<file path="config.mk">
export PLATFORM = sky130hd
export DESIGN_NAME = spi_master_seq
export DESIGN_NICKNAME = d
export VERILOG_FILES = /design/src/rtl/spi_master_seq.sv
export SDC_FILE = /design/constraint.sdc
export NUM_CORES = 1
export LEC_CHECK = 0
export CORE_ASPECT_RATIO = 0.75
export CORE_MARGIN = 2
export CORE_UTILIZATION = 30
export CTS_BUF_LIST = sky130_fd_sc_hd__clkbuf_4 sky130_fd_sc_hd__clkbuf_8 sky130_fd_sc_hd__clkbuf_16
export DETAILED_ROUTE_END_ITERATION = 16
export PLACE_DENSITY_LB_ADDON = 0.1
export SLEW_MARGIN = 20
export SYNTH_ARGS = -nofsm -noshare
export SYNTH_HDL_FRONTEND = slang
export SYNTH_SLANG_ARGS = --single-unit
export TNS_END_PERCENT = 20
</file>
<file path="constraint.sdc">
create_clock -name CLK -period 2.2 [get_ports CLK]
set_clock_uncertainty 0.1 [all_clocks]
set_input_delay 0.44 -clock CLK [delete_from_list [all_inputs] [get_ports CLK]]
set_output_delay 0.44 -clock CLK [all_outputs]
set_load 0.01 [all_outputs]
</file>
<file path="src/rtl/spi_master_seq.sv">
// ----------------------------------------------------------------------------
// spi_master_seq
//
// SPI initiator (mode 0, MSB first) for the DCFEB front-end serial devices:
// comparator DAC, calibration DAC and calibration ADC. It accepts one request
// at a time, drives SPI_CK, SPI_DAT and one active-high device enable, and
// shifts SPI_RTN into a right-aligned read word.
//
// Parameters:
//   CLK_DIV   half-period of SPI_CK in CLK cycles (1..255)
//   MAX_BITS  longest transaction; width of WR_DATA and RD_DATA
//
// Ports:
//   CLK, RST_B             system clock, asynchronous active-low reset
//   START                  request strobe, looked at only while idle
//   DEV_SEL                0=comp DAC, 1=cal DAC, 2=cal ADC, 3=illegal
//   NBITS                  transaction length (1..MAX_BITS)
//   WR_DATA                right-aligned write word, bit NBITS-1 goes first
//   BUSY                   transaction in progress
//   DONE                   one-cycle pulse, RD_DATA valid from this cycle
//   ERR                    one-cycle pulse on a rejected request
//   RD_DATA                captured return bits, right-aligned
//   SPI_CK, SPI_DAT        serial clock and data out, both idle low
//   SPI_RTN                serial data return
//   CDAC_ENB, CALDAC_ENB,
//   CALADC_ENB             active-high device enables
// ----------------------------------------------------------------------------
module spi_master_seq #(
    parameter int CLK_DIV  = 4,
    parameter int MAX_BITS = 32
) (
    input  logic                CLK,
    input  logic                RST_B,
    input  logic                START,
    input  logic [1:0]          DEV_SEL,
    input  logic [5:0]          NBITS,
    input  logic [MAX_BITS-1:0] WR_DATA,
    output logic                BUSY,
    output logic                DONE,
    output logic                ERR,
    output logic [MAX_BITS-1:0] RD_DATA,
    output logic                SPI_CK,
    output logic                SPI_DAT,
    input  logic                SPI_RTN,
    output logic                CDAC_ENB,
    output logic                CALDAC_ENB,
    output logic                CALADC_ENB
);

    typedef enum logic [2:0] {IDLE, SETUP, CK_HI, CK_LO, HOLD, GAP} state_t;

    localparam logic [7:0] DIV_LOAD = 8'(CLK_DIV - 1);

    state_t              state, state_n;
    logic [7:0]          div, div_n;
    logic [5:0]          cnt, cnt_n;
    logic [MAX_BITS-1:0] tx, tx_n;
    logic [MAX_BITS-1:0] rx, rx_n;
    logic [MAX_BITS-1:0] rd_n;
    logic [2:0]          en, en_n;
    logic                busy_n, done_n, err_n, ck_n, dat_n;
    logic                req_ok;
    logic [6:0]          shamt;
    logic [MAX_BITS-1:0] aligned;

    assign req_ok  = (DEV_SEL != 2'd3) && (NBITS != 6'd0) && (int'(NBITS) <= MAX_BITS);

    // Left-justify the write word so the first bit to send is always the MSB;
    // only meaningful when the request is legal.
    assign shamt   = 7'(MAX_BITS) - 7'(NBITS);
    assign aligned = WR_DATA << shamt;

    assign CDAC_ENB   = en[0];
    assign CALDAC_ENB = en[1];
    assign CALADC_ENB = en[2];

    // State and every output are registered together, so nothing combinational
    // reaches a port; the comb block below computes all next values.
    always_ff @(posedge CLK or negedge RST_B) begin
        if (!RST_B) begin
            state   <= IDLE;
            div     <= '0;
            cnt     <= '0;
            tx      <= '0;
            rx      <= '0;
            en      <= '0;
            BUSY    <= 1'b0;
            DONE    <= 1'b0;
            ERR     <= 1'b0;
            RD_DATA <= '0;
            SPI_CK  <= 1'b0;
            SPI_DAT <= 1'b0;
        end else begin
            state   <= state_n;
            div     <= div_n;
            cnt     <= cnt_n;
            tx      <= tx_n;
            rx      <= rx_n;
            en      <= en_n;
            BUSY    <= busy_n;
            DONE    <= done_n;
            ERR     <= err_n;
            RD_DATA <= rd_n;
            SPI_CK  <= ck_n;
            SPI_DAT <= dat_n;
        end
    end

    // Every timed state runs the divider from DIV_LOAD down to zero, giving
    // exactly CLK_DIV cycles per phase. cnt holds the bits still to clock out.
    always_comb begin
        state_n = state;
        div_n   = div;
        cnt_n   = cnt;
        tx_n    = tx;
        rx_n    = rx;
        en_n    = en;
        busy_n  = BUSY;
        done_n  = 1'b0;
        err_n   = 1'b0;
        rd_n    = RD_DATA;
        ck_n    = SPI_CK;
        dat_n   = SPI_DAT;
        case (state)
            IDLE: begin
                if (START) begin
                    if (req_ok) begin
                        state_n = SETUP;
                        div_n   = DIV_LOAD;
                        cnt_n   = NBITS;
                        tx_n    = aligned << 1;
                        rx_n    = '0;
                        en_n    = 3'b001 << DEV_SEL;
                        busy_n  = 1'b1;
                        ck_n    = 1'b0;
                        dat_n   = aligned[MAX_BITS-1];
                    end else begin
                        err_n = 1'b1;
                    end
                end
            end
            SETUP: begin
                if (div == 8'd0) begin
                    state_n = CK_HI;
                    ck_n    = 1'b1;
                    div_n   = DIV_LOAD;
                end else begin
                    div_n = div - 8'd1;
                end
            end
            CK_HI: begin
                // The return bit is taken in the first cycle of the high phase.
                if (div == DIV_LOAD) begin
                    rx_n = {rx[MAX_BITS-2:0], SPI_RTN};
                end
                if (div == 8'd0) begin
                    ck_n  = 1'b0;
                    div_n = DIV_LOAD;
                    if (cnt == 6'd1) begin
                        state_n = HOLD;
                        dat_n   = 1'b0;
                    end else begin
                        state_n = CK_LO;
                        cnt_n   = cnt - 6'd1;
                        dat_n   = tx[MAX_BITS-1];
                        tx_n    = tx << 1;
                    end
                end else begin
                    div_n = div - 8'd1;
                end
            end
            CK_LO: begin
                if (div == 8'd0) begin
                    state_n = CK_HI;
                    ck_n    = 1'b1;
                    div_n   = DIV_LOAD;
                end else begin
                    div_n = div - 8'd1;
                end
            end
            HOLD: begin
                if (div == 8'd0) begin
                    state_n = GAP;
                    en_n    = 3'b000;
                    done_n  = 1'b1;
                    rd_n    = rx;
                    div_n   = DIV_LOAD;
                end else begin
                    div_n = div - 8'd1;
                end
            end
            GAP: begin
                if (div == 8'd0) begin
                    state_n = IDLE;
                    busy_n  = 1'b0;
                end else begin
                    div_n = div - 8'd1;
                end
            end
            default: begin
                state_n = IDLE;
            end
        endcase
    end

endmodule

</file>
==> results_dict.tcl <==
set metrics [dict create \
    critPathMostFrequentCell "buf_8" \
    dieHeight_um 138 \
    drtAntennaViolNets 0 \
    end_kind "flip-flop" \
    dp_hpwl_mm 16.5 \
    final_common_cell "nand2_1" \
    p_int_mw 5.61 \
    tightestPinTransition_ps 454 \
    leakage_nw 4.56 \
    fin_crit_ps 2300 \
    hold_class "in -> async" \
    io_buffers 83 \
    cts_sinks 120 \
    drt_iter0_drc 432 \
    clock_latency_ps 420 \
    num_rows 48 \
    synth_top_family_by_area "multiplexers" \
    clkTransAtPathRegs_ps 70 \
    ys_ff_latch 120 \
    regArea_mm2 0.00300 \
    synthSimpleGateAreaFrac 0.177 \
    avgSynthCellArea_um2 9.67 \
    setup_violations 12 \
    rr_worst_depth 8 \
    r2r_slack_ps 10 \
    synthAdderAreaFrac 0.0105 \
    p_seq_frac 0.339 \
    overflow 0 \
    synth_xor_area_frac 0.0156 \
    antenna_found_initial 0 \
    failed_checks "setup timing" \
    start_util 0.308 \
    yosys_warnings 0 \
    multi_input_area_mm2 0.00415 \
    rsz0062_at_grt "true" \
    cp_max_fo 4 \
    p_clk_frac 0.327 \
    slowest_stage "mux4_2" \
    synth_edf_count 0 \
    cp_slowest_stage_delay_ps 530 \
    track_usage 0.184 \
    maxSlewViolCount 0 \
    gp_congestion 0.891 \
    fin_nets 980 \
    pin_count 84 \
    die_w_um 182 \
    cp.required_ps 2440 \
    cp-start-kind "primary input" \
    path_cells "buf_8 -> inv_4 -> ha_4 -> buf_12 -> buf_16 -> buf_8 -> mux2i_4 -> mux2_4 -> mux4_2 -> nor2b_4 -> a221oi_2 -> a31oi_1" \
    first_global_vias 6457 \
    syn_area_mm2 0.00714 \
    worstSetupPathType "in -> reg" \
    synth_compound_area_frac 0.150 \
    swShare 0.348 \
    finalCritPeriodShare 1.05 \
    synthMuxAreaShare 0.180 \
    powerDensity_mw_per_mm2 832 \
    diodes 0 \
    power_switching_mw 3.00 \
    wl_per_cell_um 18.4 \
    max-cap-violations 0 \
    syn_inst 738 \
    vdd_drop_max_v 0.000590 \
    synthToLayoutAreaGrowth_pct 45.0 \
    holdWs_ps 350 \
    maxSlewHeadroom 0.697 \
    hold_viol 0 \
    via_per_inst 5.20 \
    grt_max_degree 65 \
    clk_path_buf_depth 2 \
    final.setup.worst_slack_ps -105 \
    drc_errors 0 \
    synth-main-ff-cell "dfrtp_1" \
    nFillCells 2240 \
    cts_htree_levels 4 \
    clock-root-buffer "clkbuf_16" \
    cts_inserted_buffers 17 \
    final_cell_mix "123 x nand2_1, 119 x dfrtp_1, 114 x buf_4" \
    crit_arrival_ps 2550 \
    totalWireLength_mm 22.8 \
    comb_power_share 0.334 \
    drive_gt1_frac 0.336 \
    grt_pass1_wl_mm 35.9 \
    status "finished, violations left" \
    tns_ps -562 \
    synth_nets 788 \
    fmax_mhz 434 \
    dr.pass1.iters 5 \
    ys_types 73 \
    cts_tree "yes" \
    synthArstFlopShare 1.00 \
    num_vias 6459 \
    fp.dieArea_mm2 0.0251 \
    coreArea_mm2 0.0232 \
    ys_seq_area_frac 0.421 \
]
==> power by group through the flow <==
stage | clock [mW] | combinational [mW] | sequential [mW]
6_report | 2.82 | 2.88 | 2.92
5_1_grt | 2.99 | 3.14 | 2.96
4_1_cts | 2.88 | 2.76 | 2.91
3_5_place_dp | 0 | 2.58 | 2.93
3_3_place_gp | 0 | 2.55 | 2.93
2_1_floorplan | 0 | 1.54 | 2.86
==> layout make-up <==
class,instances,share of cell area
inverters,12,0.00532
clock buffers,17,0.0411
flip-flops and latches,120,0.290
repair buffers,223,0.209
multi-input cells,556,0.401
clock inverters,15,0.0169
well taps,300,0.0363
==> state kept, by name, summed over array words and instances, names as in the netlist <==
register,count
RD_DATA,32
rx,32
tx,31
div,8
cnt,6
en,3
state,3
BUSY,1
DONE,1
ERR,1
SPI_CK,1
SPI_DAT,1
==> per-layer routing <==
| metal | global-route usage | vias to the layer above | wire length, um |
|---|---|---|---|
| met3 | 0.0434 | 17 | 1390 |
| li1 | - | 3049 | - |
| met2 | 0.267 | 184 | 9810 |
| met5 | 0 | - | 0 |
| met1 | 0.276 | 3209 | 11400 |
| met4 | 0.0421 | 0 | 182 |
==> through the flow <==
stage               std cells  worst slack (ps)  power (mW)   util  area, um^2
detailed placement       1195             -1070        5.51  0.395        9150
global placement         1195             -1060        5.48  0.395        9150
floorplan                 738              -562        4.40      -        7220
CTS                      1238             -89.0        8.55  0.438       10200
global route             1243              -133        9.09  0.446       10300
finish                   1243              -105        8.61  0.446       10300
==> critical path: cells and delay by family <==
family | cells | cell delay, ps
compound gates | 2 | 190
buf+inv | 5 | 490
mux | 3 | 990
simple gates | 1 | 170
fa+ha+maj | 1 | 250
==> synth_stat cells (3+ instances only) <==
| cell | instances | area share |
|---|---|---|
| nand2b_1 | 3 | 0.0026 |
| or3_1 | 3 | 0.0026 |
| nor3_1 | 8 | 0.0056 |
| nor2b_1 | 6 | 0.0053 |
| o2111ai_1 | 3 | 0.0037 |
| buf_2 | 22 | 0.015 |
| a22oi_1 | 9 | 0.0095 |
| a211oi_1 | 3 | 0.0032 |
| a31oi_1 | 11 | 0.0096 |
| mux2i_1 | 29 | 0.041 |
| nand3_1 | 12 | 0.0084 |
| o21ai_0 | 34 | 0.024 |
| a221oi_1 | 7 | 0.0086 |
| and3_1 | 4 | 0.0035 |
| mux2_2 | 65 | 0.10 |
| ha_1 | 6 | 0.011 |
| o21ai_1 | 19 | 0.013 |
| clkbuf_1 | 13 | 0.0068 |
| dfrtp_1 | 120 | 0.42 |
| and2_1 | 3 | 0.0026 |
| nor3_4 | 3 | 0.0068 |
| inv_1 | 12 | 0.0063 |
| a21oi_1 | 32 | 0.022 |
| nand4_1 | 6 | 0.0053 |
| nor2_1 | 79 | 0.042 |
| mux4_2 | 11 | 0.035 |
| o22ai_1 | 4 | 0.0035 |
| buf_4 | 8 | 0.0084 |
| buf_6 | 5 | 0.0079 |
| xor2_1 | 7 | 0.0086 |
| nand2_1 | 127 | 0.067 |
| o211ai_1 | 8 | 0.0084 |
| nor4_1 | 3 | 0.0026 |
==> path summary, 6_finish.rpt <==
path                           from      to
max                        NBITS[1]  tx[29]
min                           RST_B  cnt[3]
max reg2reg                  div[4]  tx[17]
min reg2reg                   en[1]   en[1]
max in group asynchronous     RST_B   rx[7]
min in group CLK           NBITS[1]  cnt[1]
==> logic make-up (layout without fill, tap and decap cells) <==
| family | Yosys count | in the layout |
|---|---|---|
| adders and majority gates | 6 | 6 |
| AOI/OAI and AO/OA | 160 | 160 |
| xor gates and xnor gates | 11 | 11 |
| buffers and inverters | 62 | 267 |
| muxes | 106 | 106 |
| and+or+nand+nor | 273 | 273 |
| DFF | 120 | 120 |
==> what timing repair did <==
action,4_1_cts,5_1_grt
hold endpoints to repair,15,0
setup buffers,9,2
setup endpoints to repair,84,71
hold buffers,1,0
pin swaps,24,20
cloned,1,3
gates resized for setup,71,29
(Power assumes the default switching activity.)
